File: src/rtl/prior_encoder.sv
// Registered 4-to-2 priority encoder (i3 highest) with a valid flag and an
// optional input register stage for timing closure.
module prior_encoder #(
    parameter int REG_IN = 0
) (
    input  logic clk,
    input  logic rst,
    input  logic i0,
    input  logic i1,
    input  logic i2,
    input  logic i3,
    output logic out1,
    output logic out2,
    output logic valid
);

    logic [3:0] req_raw;
    logic [3:0] req_enc;
    logic [1:0] idx_next;
    logic       valid_next;
    logic [1:0] idx_reg;
    logic       valid_reg;

    assign req_raw = {i3, i2, i1, i0};

    generate
        if (REG_IN != 0) begin : g_in_reg
            logic [3:0] req_reg;
            genvar gi;
            // Cleared on reset so no pre-reset sample can surface afterwards.
            for (gi = 0; gi < 4; gi++) begin : g_bit
                always_ff @(posedge clk) begin
                    if (rst) begin
                        req_reg[gi] <= 1'b0;
                    end else begin
                        req_reg[gi] <= req_raw[gi];
                    end
                end
            end
            assign req_enc = req_reg;
        end else begin : g_no_in_reg
            assign req_enc = req_raw;
        end
    endgenerate

    always_comb begin
        idx_next   = 2'b00;
        valid_next = |req_enc;
        if (req_enc[3]) begin
            idx_next = 2'b11;
        end else if (req_enc[2]) begin
            idx_next = 2'b10;
        end else if (req_enc[1]) begin
            idx_next = 2'b01;
        end
    end

    always_ff @(posedge clk) begin
        if (rst) begin
            idx_reg   <= 2'b00;
            valid_reg <= 1'b0;
        end else begin
            idx_reg   <= idx_next;
            valid_reg <= valid_next;
        end
    end

    assign out1  = idx_reg[1];
    assign out2  = idx_reg[0];
    assign valid = valid_reg;

endmodule

File: config.mk
export PLATFORM = sky130hd
export DESIGN_NAME = prior_encoder
export DESIGN_NICKNAME = d
export VERILOG_FILES = /design/src/rtl/prior_encoder.sv
export SDC_FILE = /design/constraint.sdc
export NUM_CORES = 1
export LEC_CHECK = 0
export BUFFER_PORTS_ARGS = -buffer_cell sky130_fd_sc_hd__buf_4
export CAP_MARGIN = 5
export CORE_AREA = 2 2 39 41
export CTS_CLUSTER_DIAMETER = 60
export DETAILED_ROUTE_END_ITERATION = 8
export DIE_AREA = 0 0 41 43
export SLEW_MARGIN = 5
export SYNTH_ARGS = -nofsm -noshare
export SYNTH_HDL_FRONTEND = slang
export SYNTH_SLANG_ARGS = --single-unit
File: constraint.sdc
create_clock -name clk -period 0.8 [get_ports clk]
set_input_delay 0.16 -clock clk [delete_from_list [all_inputs] [get_ports clk]]
set_output_delay 0.16 -clock clk [all_outputs]
set_load 0.1 [all_outputs]
==> load_flow_metrics.sql, run 1 <==
INSERT INTO impl_metrics (metric_group, metric, value, unit) VALUES
('die', 'initial_utilization', '0.0687', ''),
('final_layout', 'flip_flop_count_of_the_largest_register_all_copies_and_words_added', '2', ''),
('setup_path', 'crit_type', 'reg2out', ''),
('yosys', 'synth_async_sr_flop_share', '0', ''),
('setup_path', 'worst_ep_arrival_time', '0.73', 'ns'),
('yosys', 'synth-main-ff-cell', 'sky130_fd_sc_hd__dfxtp_1', ''),
('timing', 'tightestPinTransition', '0.133', 'ns'),
('die', 'die_area', '1760', 'um2'),
('timing', 'post-route-period-util', '1.11', ''),
('cts', 'htree_num_levels', '1', ''),
('yosys', 'synthesis.instances', '10', ''),
('power_and_ir_drop', 'power_density', '2380', 'nW/um2'),
('job', 'max_cap_viols', '0', ''),
('timing', 'slew-limit-headroom', '0.911', ''),
('routing', 'dr_total_vias', '103', ''),
('routing', 'detail_route.first_pass.iterations', '1', ''),
('die', 'floorplan.core_area', '1380', 'um2'),
('yosys', 'ys_ff_latch', '3', ''),
('timing', 'finalSetupViolations', '3', ''),
('cts', 'post_cts_hold_buffer_count', '0', ''),
('placed_design', 'sum_of_net_half_perimeters_after_detailed_placement', '187', 'um'),
('routing', 'wl_per_cell', '5.74', 'um'),
('timing', 'min_period', '0.887', 'ns'),
('timing', 'final.setup.worst_slack', '-0.0867', 'ns'),
('routing', 'initialDrtViolationCount', '0', ''),
('die', 'number_of_top_level_design_ports', '9', ''),
('global_routing', 'number_of_antenna_violations_at_the_first_check_in_global_routing', '0', ''),
('yosys', 'netlist-cell-type-count', '6', ''),
('yosys', 'synth.avg_cell_area', '9.51', 'um2'),
('setup_path', 'critical_path_required', '0.64', 'ns'),
('cts', 'tritoncts.num_buffers', '3', ''),
('routing', 'final_antenna_net_count', '0', ''),
('setup_path', 'start_kind', 'flop', ''),
('yosys', 'netlist.area_leader.share', '0.632', ''),
('yosys', 'yosysSeqAreaShare', '0.632', ''),
('yosys', 'post_synthesis_instance_area', '95.1', 'um2'),
('placed_design', 'globalplace.congestion', '0.541', ''),
('routing', 'route.detailed.vias_per_inst', '2.71', ''),
('die', 'die_wd', '41', 'um'),
('timing', 'finalHoldWorstSlack', '0.0968', 'ns'),
('setup_path', 'cp_slowest_cell', 'sky130_fd_sc_hd__dfxtp_2', ''),
('cts', 'clk_pin_slew', '0.04', 'ns'),
('final_layout', 'nets', '29', ''),
('routing', 'remaining_drc_errors', '0', ''),
('timing', 'final-max-slew-violation-count', '0', ''),
('cts', 'cts_resized', '9', ''),
('cts', 'cts_post_setup_buffers_inserted', '0', ''),
('yosys', 'synth_warnings', '0', ''),
('routing', 'postRouteWirelength', '218', 'um'),
('cts', 'max-clock-path-buffers', '2', ''),
('setup_path', 'largest_delay_share_family_worst_path', 'flip-flops', ''),
('yosys', 'ys_top_cells_by_count', 'sky130_fd_sc_hd__dfxtp_1, sky130_fd_sc_hd__nor2_1', ''),
('run_status', 'outcome', 'complete, but fails checks', ''),
('placed_design', 'io_buffers', '8', ''),
('worst_hold_path', 'min_to', 'idx_reg[0]', ''),
('cts', 'root_buffer_cell', 'sky130_fd_sc_hd__clkbuf_4', ''),
('final_layout', 'n_antenna_cell', '0', ''),
('worst_hold_path', 'min-delay-start', 'rst', ''),
('yosys', 'synth_top_cell_by_area', 'sky130_fd_sc_hd__dfxtp_1', ''),
('die', 'row_count', '14', ''),
('worst_hold_path', 'hold_path_class', 'in2reg', ''),
('timing', 'unrepaired_setup_endpoints_after_global_routing', 'true', ''),
('setup_path', 'cpPeakStageDelay', '0.33', 'ns'),
('global_routing', 'grt_pass1_wl', '338', 'um'),
('power_and_ir_drop', 'power.leakage', '0.109', 'nW'),
('power_and_ir_drop', 'vdd_ir_drop_max', '0.000380', 'V'),
('global_routing', 'first_global_vias', '98', ''),
('run_status', 'violated_checks', 'negative setup slack', ''),
('yosys', 'synth_enable_flop_cells', '0', ''),
('setup_path', 'worst-path-buf-inv', '1', ''),
('yosys', 'synth.net_count', '16', '');
==> area by class of cell <==
class	count	area, um2
well taps	16	20.0
inverters	1	3.75
repair buffers	8	97.6
multi-input cells	6	31.3
flip-flops and latches	3	63.8
fillers	155	1140
clock buffers	4	26.3
==> per-stage QoR <==
step           total power, mW  std cells  setup WS, ns  area (um2)  TNS (ns)
5_1_grt                  0.612         38        -0.112         243    -0.329
6_report                 0.578         38       -0.0867         243    -0.260
2_1_floorplan            0.251         10        0.0142        98.8         0
3_5_place_dp             0.290         34        0.0721         179         0
4_1_cts                  0.597         38        -0.101         243    -0.303
3_3_place_gp             0.289         34        0.0740         179         0
==> layout by cell type (no fill, tap or decap), drive strengths merged <==
cell    instances
buf             8
clkbuf          4
nor2            3
dfxtp           3
a21oi           2
inv             1
nand2b          1
==> power by group <==
part	total [mW]	leakage (nW)	switching [mW]	internal [mW]
Combinational	0.147	0.0681	0.0884	0.0585
Sequential	0.170	0.0256	0.00744	0.163
Clock	0.261	0.0150	0.0743	0.187
Total	0.578	0.109	0.170	0.408
==> cells by family (layout without fill, tap and decap cells) <==
family                 Yosys count  count (layout)  share of synthesized area
DFF                              3               3                      0.632
AOI/OAI and AO/OA                2               2                      0.145
and+or+nand+nor                  4               4                      0.184
buffers and inverters            1              13                     0.0394
==> metal layers <==
| layer | global-route usage | vias up | routed length [um] |
|---|---|---|---|
| li1 | - | 54 | - |
| met1 | 0.0321 | 40 | 87 |
| met2 | 0.0344 | 9 | 89 |
| met3 | 0.0157 | 0 | 42 |
| met4 | 0.100 | 0 | 0 |
| met5 | 0 | - | 0 |
==> worst max-delay path by stage <==
stage,startpoint,slack (ns),to,depth (start not counted)
floorplan,idx_reg[1],0.01,out1,0
global placement,idx_reg[0],0.07,out2,1
detailed placement,idx_reg[0],0.07,out2,1
CTS,idx_reg[0],-0.10,out2,1
global route,idx_reg[0],-0.11,out2,1
finish,idx_reg[0],-0.09,out2,1
(Power assumes the default switching activity.)
==> inputs of run 2 (changes only) <==
--- a/config.mk
+++ b/config.mk
@@ -11,6 +11,7 @@
 export CTS_CLUSTER_DIAMETER = 60
 export DETAILED_ROUTE_END_ITERATION = 8
 export DIE_AREA = 0 0 41 43
+export SETUP_SLACK_MARGIN = 0.02
 export SLEW_MARGIN = 5
 export SYNTH_ARGS = -nofsm -noshare
 export SYNTH_HDL_FRONTEND = slang
==> load_flow_metrics.sql, run 2 (synthesized netlist as in run 1, its figures left out) <==
INSERT INTO impl_metrics (metric_group, metric, value, unit) VALUES
('worst_hold_path', 'hold_path_class', 'in2reg', ''),
('final_layout', 'drive_above_1_share', '0.682', ''),
('final_layout', 'mostFrequentLayoutCell', 'sky130_fd_sc_hd__buf_4', ''),
('job', 'max_cap_viols', '0', ''),
('cts', 'clock-sinks', '3', ''),
('final_layout', 'areaGrowthSynthToFinish', '163', '%'),
('placed_design', 'postPlaceCellArea', '186', 'um2'),
('power_and_ir_drop', 'power_density', '2290', 'nW/um2'),
('timing', 'slew-limit-headroom', '0.913', ''),
('final_layout', 'mostFrequentLayoutCells', 'sky130_fd_sc_hd__buf_4, sky130_fd_sc_hd__nor2_1, sky130_fd_sc_hd__clkbuf_4, sky130_fd_sc_hd__dfxtp_4, sky130_fd_sc_hd__buf_12', ''),
('final_layout', 'n_antenna_cell', '0', ''),
('die', 'floorplan.core_area', '1380', 'um2'),
('setup_path', 'cpPeakStageDelay', '0.34', 'ns'),
('worst_hold_path', 'min_to', 'idx_reg[0]', ''),
('routing', 'initialDrtViolationCount', '3', ''),
('final_layout', 'fillers', '151', ''),
('final_layout', 'non_filler_instance_count_after_layout', '38', ''),
('global_routing', 'grt_max_degree', '4', ''),
('setup_path', 'worstPathCellList', 'buf_12', ''),
('global_routing', 'global_route.overflow_total', '0', ''),
('timing', 'finalHoldWorstSlack', '0.0919', 'ns'),
('final_layout', 'finalInstanceArea', '250', 'um2'),
('cts', 'cts_post_setup_buffers_inserted', '0', ''),
('final_layout', 'postLayoutCoreUtil', '0.181', ''),
('die', 'die_h', '43', 'um'),
('routing', 'remaining_drc_errors', '0', ''),
('placed_design', 'placed_instances', '34', ''),
('setup_path', 'largest_delay_share_family_worst_path', 'flip-flops', ''),
('global_routing', 'number_of_antenna_violations_at_the_first_check_in_global_routing', '0', ''),
('routing', 'postRouteWirelength', '215', 'um'),
('die', 'number_of_top_level_design_ports', '9', ''),
('setup_path', 'worst_ep_arrival_time', '0.73', 'ns'),
('cts', 'cts_tree', 'built', ''),
('placed_design', 'globalplace.congestion', '0.502', ''),
('placed_design', 'detailedPlace.worstSlack', '0.0501', 'ns'),
('timing', 'min_period', '0.892', 'ns'),
('routing', 'detail_route.first_pass.iterations', '3', ''),
('setup_path', 'worstSetupEndpointType', 'output pin', ''),
('final_layout', 'nets', '29', ''),
('global_routing', 'first_global_vias', '88', ''),
('timing', 'maxClockFrequency', '1120', 'MHz'),
('die', 'die_area', '1760', 'um2'),
('die', 'die_wd', '41', 'um'),
('run_status', 'outcome', 'complete, but fails checks', ''),
('cts', 'clk_pin_slew', '0.04', 'ns'),
('global_routing', 'track_usage', '0.0421', ''),
('cts', 'max-clock-path-buffers', '2', ''),
('timing', 'post-route-period-util', '1.12', ''),
('setup_path', 'worst-path-buf-inv', '1', ''),
('cts', 'htree_num_levels', '1', ''),
('setup_path', 'start_kind', 'flop', ''),
('timing', 'hold_violations', '0', ''),
('cts', 'root_buffer_cell', 'sky130_fd_sc_hd__clkbuf_4', ''),
('timing', 'unrepaired_setup_endpoints_after_global_routing', 'true', ''),
('power_and_ir_drop', 'power.leakage', '0.110', 'nW'),
('routing', 'dr_total_vias', '104', ''),
('setup_path', 'crit_type', 'reg2out', ''),
('timing', 'final.setup.worst_slack', '-0.0920', 'ns'),
('timing', 'tightestPinTransition', '0.130', 'ns'),
('timing', 'post_route_setup_tns', '-0.274', 'ns'),
('setup_path', 'cp_max_fo', '1', ''),
('placed_design', 'io_buffers', '8', ''),
('global_routing', 'grt_pass1_wl', '324', 'um'),
('timing', 'finalSetupViolations', '3', ''),
('timing', 'final-max-slew-violation-count', '0', ''),
('routing', 'route.detailed.vias_per_inst', '2.74', ''),
('worst_hold_path', 'worst_hold_path.num_cells', '2', ''),
('routing', 'wl_per_cell', '5.66', 'um'),
('setup_path', 'cp_slowest_cell', 'sky130_fd_sc_hd__dfxtp_4', ''),
('power_and_ir_drop', 'p_total', '572', 'uW'),
('cts', 'post_cts_hold_buffer_count', '0', ''),
('power_and_ir_drop', 'vdd_ir_drop_max', '0.000393', 'V'),
('worst_hold_path', 'min-delay-start', 'rst', ''),
('routing', 'final_antenna_net_count', '0', ''),
('setup_path', 'critical_path_required', '0.64', 'ns'),
('run_status', 'violated_checks', 'negative setup slack', ''),
('cts', 'tritoncts.num_buffers', '3', ''),
('die', 'initial_utilization', '0.0687', ''),
('final_layout', 'flip_flop_count_of_the_largest_register_all_copies_and_words_added', '2', ''),
('die', 'row_count', '14', '');
-- run 2: final cells by class --
| type | count | area [um2] | share of cell area |
|---|---|---|---|
| tap | 16 | 20.0 | 0.0800 |
| clock buffer | 4 | 26.3 | 0.105 |
| multi-input combinational | 6 | 31.3 | 0.125 |
| timing repair buffer | 8 | 97.6 | 0.390 |
| sequential | 3 | 71.3 | 0.285 |
| inverter | 1 | 3.75 | 0.0150 |
-- run 2: how the worst max path moves through the flow --
stage,startpoint,to,depth (start not counted)
global route,idx_reg[0],out2,1
floorplan,idx_reg[1],out1,0
detailed placement,idx_reg[1],out1,1
CTS,idx_reg[1],out1,1
global placement,valid,valid,1
finish,idx_reg[1],out1,1
-- run 2: metal layers --
layer  GRT usage  wire (um)  vias up
li1            -          -       54
met1      0.0353         96       38
met2      0.0219         60       10
met3      0.0314         30        2
met4       0.120         27        0
met5           0          0        -
-- run 2: repair_timing --
action	CTS	global route
endpoints found under the hold margin	0	0
pin swaps	0	0
endpoints found under the setup margin	3	3
cloned	0	0
resized for setup	9	0
-- run 2: report_power, final --
group / internal [mW] / switching [mW] / total (mW) / leakage, nW
logic: 0.0586 / 0.0880 / 0.147 / 0.0681
registers: 0.158 / 0.00732 / 0.165 / 0.0266
clock network: 0.187 / 0.0741 / 0.261 / 0.0150
total: 0.403 / 0.169 / 0.572 / 0.110
==> inputs of run 3 (changes only) <==
--- a/config.mk
+++ b/config.mk
@@ -8,6 +8,7 @@
 export BUFFER_PORTS_ARGS = -buffer_cell sky130_fd_sc_hd__buf_4
 export CAP_MARGIN = 5
 export CORE_AREA = 2 2 39 41
+export CTS_BUF_LIST = sky130_fd_sc_hd__clkbuf_4
 export CTS_CLUSTER_DIAMETER = 60
 export DETAILED_ROUTE_END_ITERATION = 8
 export DIE_AREA = 0 0 41 43
==> load_flow_metrics.sql, run 3 (synthesized netlist as in run 1, its figures left out) <==
INSERT INTO impl_metrics (metric_group, metric, value, unit) VALUES
('run_status', 'outcome', 'complete, but fails checks', ''),
('run_status', 'violated_checks', 'negative setup slack', ''),
('power_and_ir_drop', 'p_total', '608', 'uW'),
('placed_design', 'io_buffers', '8', ''),
('timing', 'tightestPinTransition', '0.130', 'ns'),
('final_layout', 'n_antenna_cell', '0', ''),
('timing', 'slew-limit-headroom', '0.913', ''),
('cts', 'cts_tree', 'built', ''),
('worst_hold_path', 'hold_path_class', 'in2reg', ''),
('routing', 'initialDrtViolationCount', '3', ''),
('routing', 'remaining_drc_errors', '0', ''),
('final_layout', 'nets', '29', ''),
('placed_design', 'globalplace.congestion', '0.502', ''),
('worst_hold_path', 'min-delay-start', 'rst', ''),
('power_and_ir_drop', 'power_density', '2390', 'nW/um2'),
('cts', 'clock-sinks', '3', ''),
('final_layout', 'mostFrequentLayoutCell', 'sky130_fd_sc_hd__buf_4', ''),
('die', 'floorplan.core_area', '1380', 'um2'),
('placed_design', 'placed_instances', '34', ''),
('routing', 'dr_total_vias', '105', ''),
('final_layout', 'areaGrowthSynthToFinish', '167', '%'),
('setup_path', 'worst_ep_arrival_time', '0.73', 'ns'),
('routing', 'detail_route.first_pass.iterations', '3', ''),
('timing', 'finalSetupViolations', '3', ''),
('cts', 'tritoncts.num_buffers', '3', ''),
('cts', 'clk_pin_slew', '0.04', 'ns'),
('timing', 'post-route-period-util', '1.12', ''),
('routing', 'wl_per_cell', '5.74', 'um'),
('placed_design', 'postPlaceCellArea', '186', 'um2'),
('setup_path', 'cp_max_fo', '1', ''),
('die', 'die_area', '1760', 'um2'),
('routing', 'route.detailed.vias_per_inst', '2.76', ''),
('final_layout', 'mostFrequentLayoutCells', 'sky130_fd_sc_hd__buf_4, sky130_fd_sc_hd__clkbuf_4, sky130_fd_sc_hd__nor2_1, sky130_fd_sc_hd__dfxtp_4, sky130_fd_sc_hd__buf_12', ''),
('cts', 'root_buffer_cell', 'sky130_fd_sc_hd__clkbuf_4', ''),
('final_layout', 'flip_flop_count_of_the_largest_register_all_copies_and_words_added', '2', ''),
('setup_path', 'worst-path-buf-inv', '1', ''),
('global_routing', 'grt_max_degree', '4', ''),
('setup_path', 'critical_path_required', '0.64', 'ns'),
('global_routing', 'first_global_vias', '88', ''),
('routing', 'postRouteWirelength', '218', 'um'),
('timing', 'hold_violations', '0', ''),
('cts', 'cts_post_setup_buffers_inserted', '0', ''),
('cts', 'max-clock-path-buffers', '2', ''),
('die', 'die_h', '43', 'um'),
('die', 'row_count', '14', ''),
('timing', 'final-max-slew-violation-count', '0', ''),
('final_layout', 'drive_above_1_share', '0.727', ''),
('global_routing', 'track_usage', '0.0421', ''),
('die', 'number_of_top_level_design_ports', '9', ''),
('routing', 'final_antenna_net_count', '0', ''),
('worst_hold_path', 'min_to', 'idx_reg[0]', ''),
('timing', 'maxClockFrequency', '1120', 'MHz'),
('die', 'initial_utilization', '0.0687', ''),
('power_and_ir_drop', 'power.leakage', '0.113', 'nW'),
('setup_path', 'startpoint', 'idx_reg[1]', ''),
('final_layout', 'non_filler_instance_count_after_layout', '38', ''),
('setup_path', 'worstPathCellList', 'buf_12', ''),
('timing', 'min_period', '0.893', 'ns'),
('setup_path', 'start_kind', 'flop', ''),
('worst_hold_path', 'worst_hold_path.num_cells', '2', ''),
('final_layout', 'fillers', '151', ''),
('setup_path', 'crit_type', 'reg2out', ''),
('setup_path', 'cp_slowest_cell', 'sky130_fd_sc_hd__dfxtp_4', ''),
('die', 'die_wd', '41', 'um'),
('global_routing', 'grt_pass1_wl', '324', 'um'),
('global_routing', 'number_of_antenna_violations_at_the_first_check_in_global_routing', '0', ''),
('global_routing', 'global_route.overflow_total', '0', ''),
('setup_path', 'worstSetupEndpointType', 'output pin', ''),
('job', 'max_cap_viols', '0', ''),
('timing', 'final.setup.worst_slack', '-0.0930', 'ns'),
('timing', 'unrepaired_setup_endpoints_after_global_routing', 'true', ''),
('cts', 'htree_num_levels', '1', ''),
('setup_path', 'largest_delay_share_family_worst_path', 'flip-flops', ''),
('final_layout', 'finalInstanceArea', '254', 'um2'),
('power_and_ir_drop', 'vdd_ir_drop_max', '0.000397', 'V'),
('setup_path', 'cpPeakStageDelay', '0.34', 'ns');
run 3: cell counts in the layout (fill, tap and decap cells not counted):
Identical to the previous run, type by type.
run 3: per-layer routing:
| layer | up-vias | global-route usage | wire length, um |
|---|---|---|---|
| met4 | 0 | 0.120 | 27 |
| li1 | 54 | - | - |
| met1 | 39 | 0.0353 | 97 |
| met5 | - | 0 | 0 |
| met3 | 2 | 0.0314 | 30 |
| met2 | 10 | 0.0219 | 63 |
run 3: how the worst max path moves through the flow:
stage | to | slack, ns | depth (start not counted)
after global placement | valid | 0.05 | 1
after CTS | out1 | -0.11 | 1
final | out1 | -0.09 | 1
after detailed placement | out1 | 0.05 | 1
after floorplan | out1 | 0.14 | 0
after global routing | out2 | -0.12 | 1
run 3: layout make-up:
cell class,count,area [um2],share of cell area
Timing Repair Buffer,8,97.6,0.384
Multi-Input combinational cell,6,31.3,0.123
Sequential cell,3,71.3,0.281
Tap cell,16,20.0,0.0788
Inverter,1,3.75,0.0148
Clock buffer,4,30.0,0.118
run 3: what timing repair did:
| item | CTS | global route |
|---|---|---|
| resized for setup | 9 | 0 |
| endpoints found under the setup margin | 3 | 3 |
| hold buffers | 0 | 0 |
| pin swaps | 0 | 0 |
run 3: through the flow:
stage / TNS, ns / util / setup WS, ns / hold WS (ns)
detailed placement: 0 / 0.135 / 0.0501 / 0.330
global placement: 0 / 0.135 / 0.0533 / 0.330
floorplan: 0 / - / 0.136 / 0.213
global route: -0.360 / 0.184 / -0.122 / 0.0885
finish: -0.277 / 0.184 / -0.0930 / 0.0910
CTS: -0.326 / 0.184 / -0.111 / 0.0803
run 3: power breakdown:
group	total, mW	switching [mW]	leakage [nW]	internal, mW
clock	0.296	0.0755	0.0184	0.221
sequential	0.165	0.00732	0.0266	0.158
combinational	0.147	0.0880	0.0681	0.0586
total	0.608	0.171	0.113	0.437
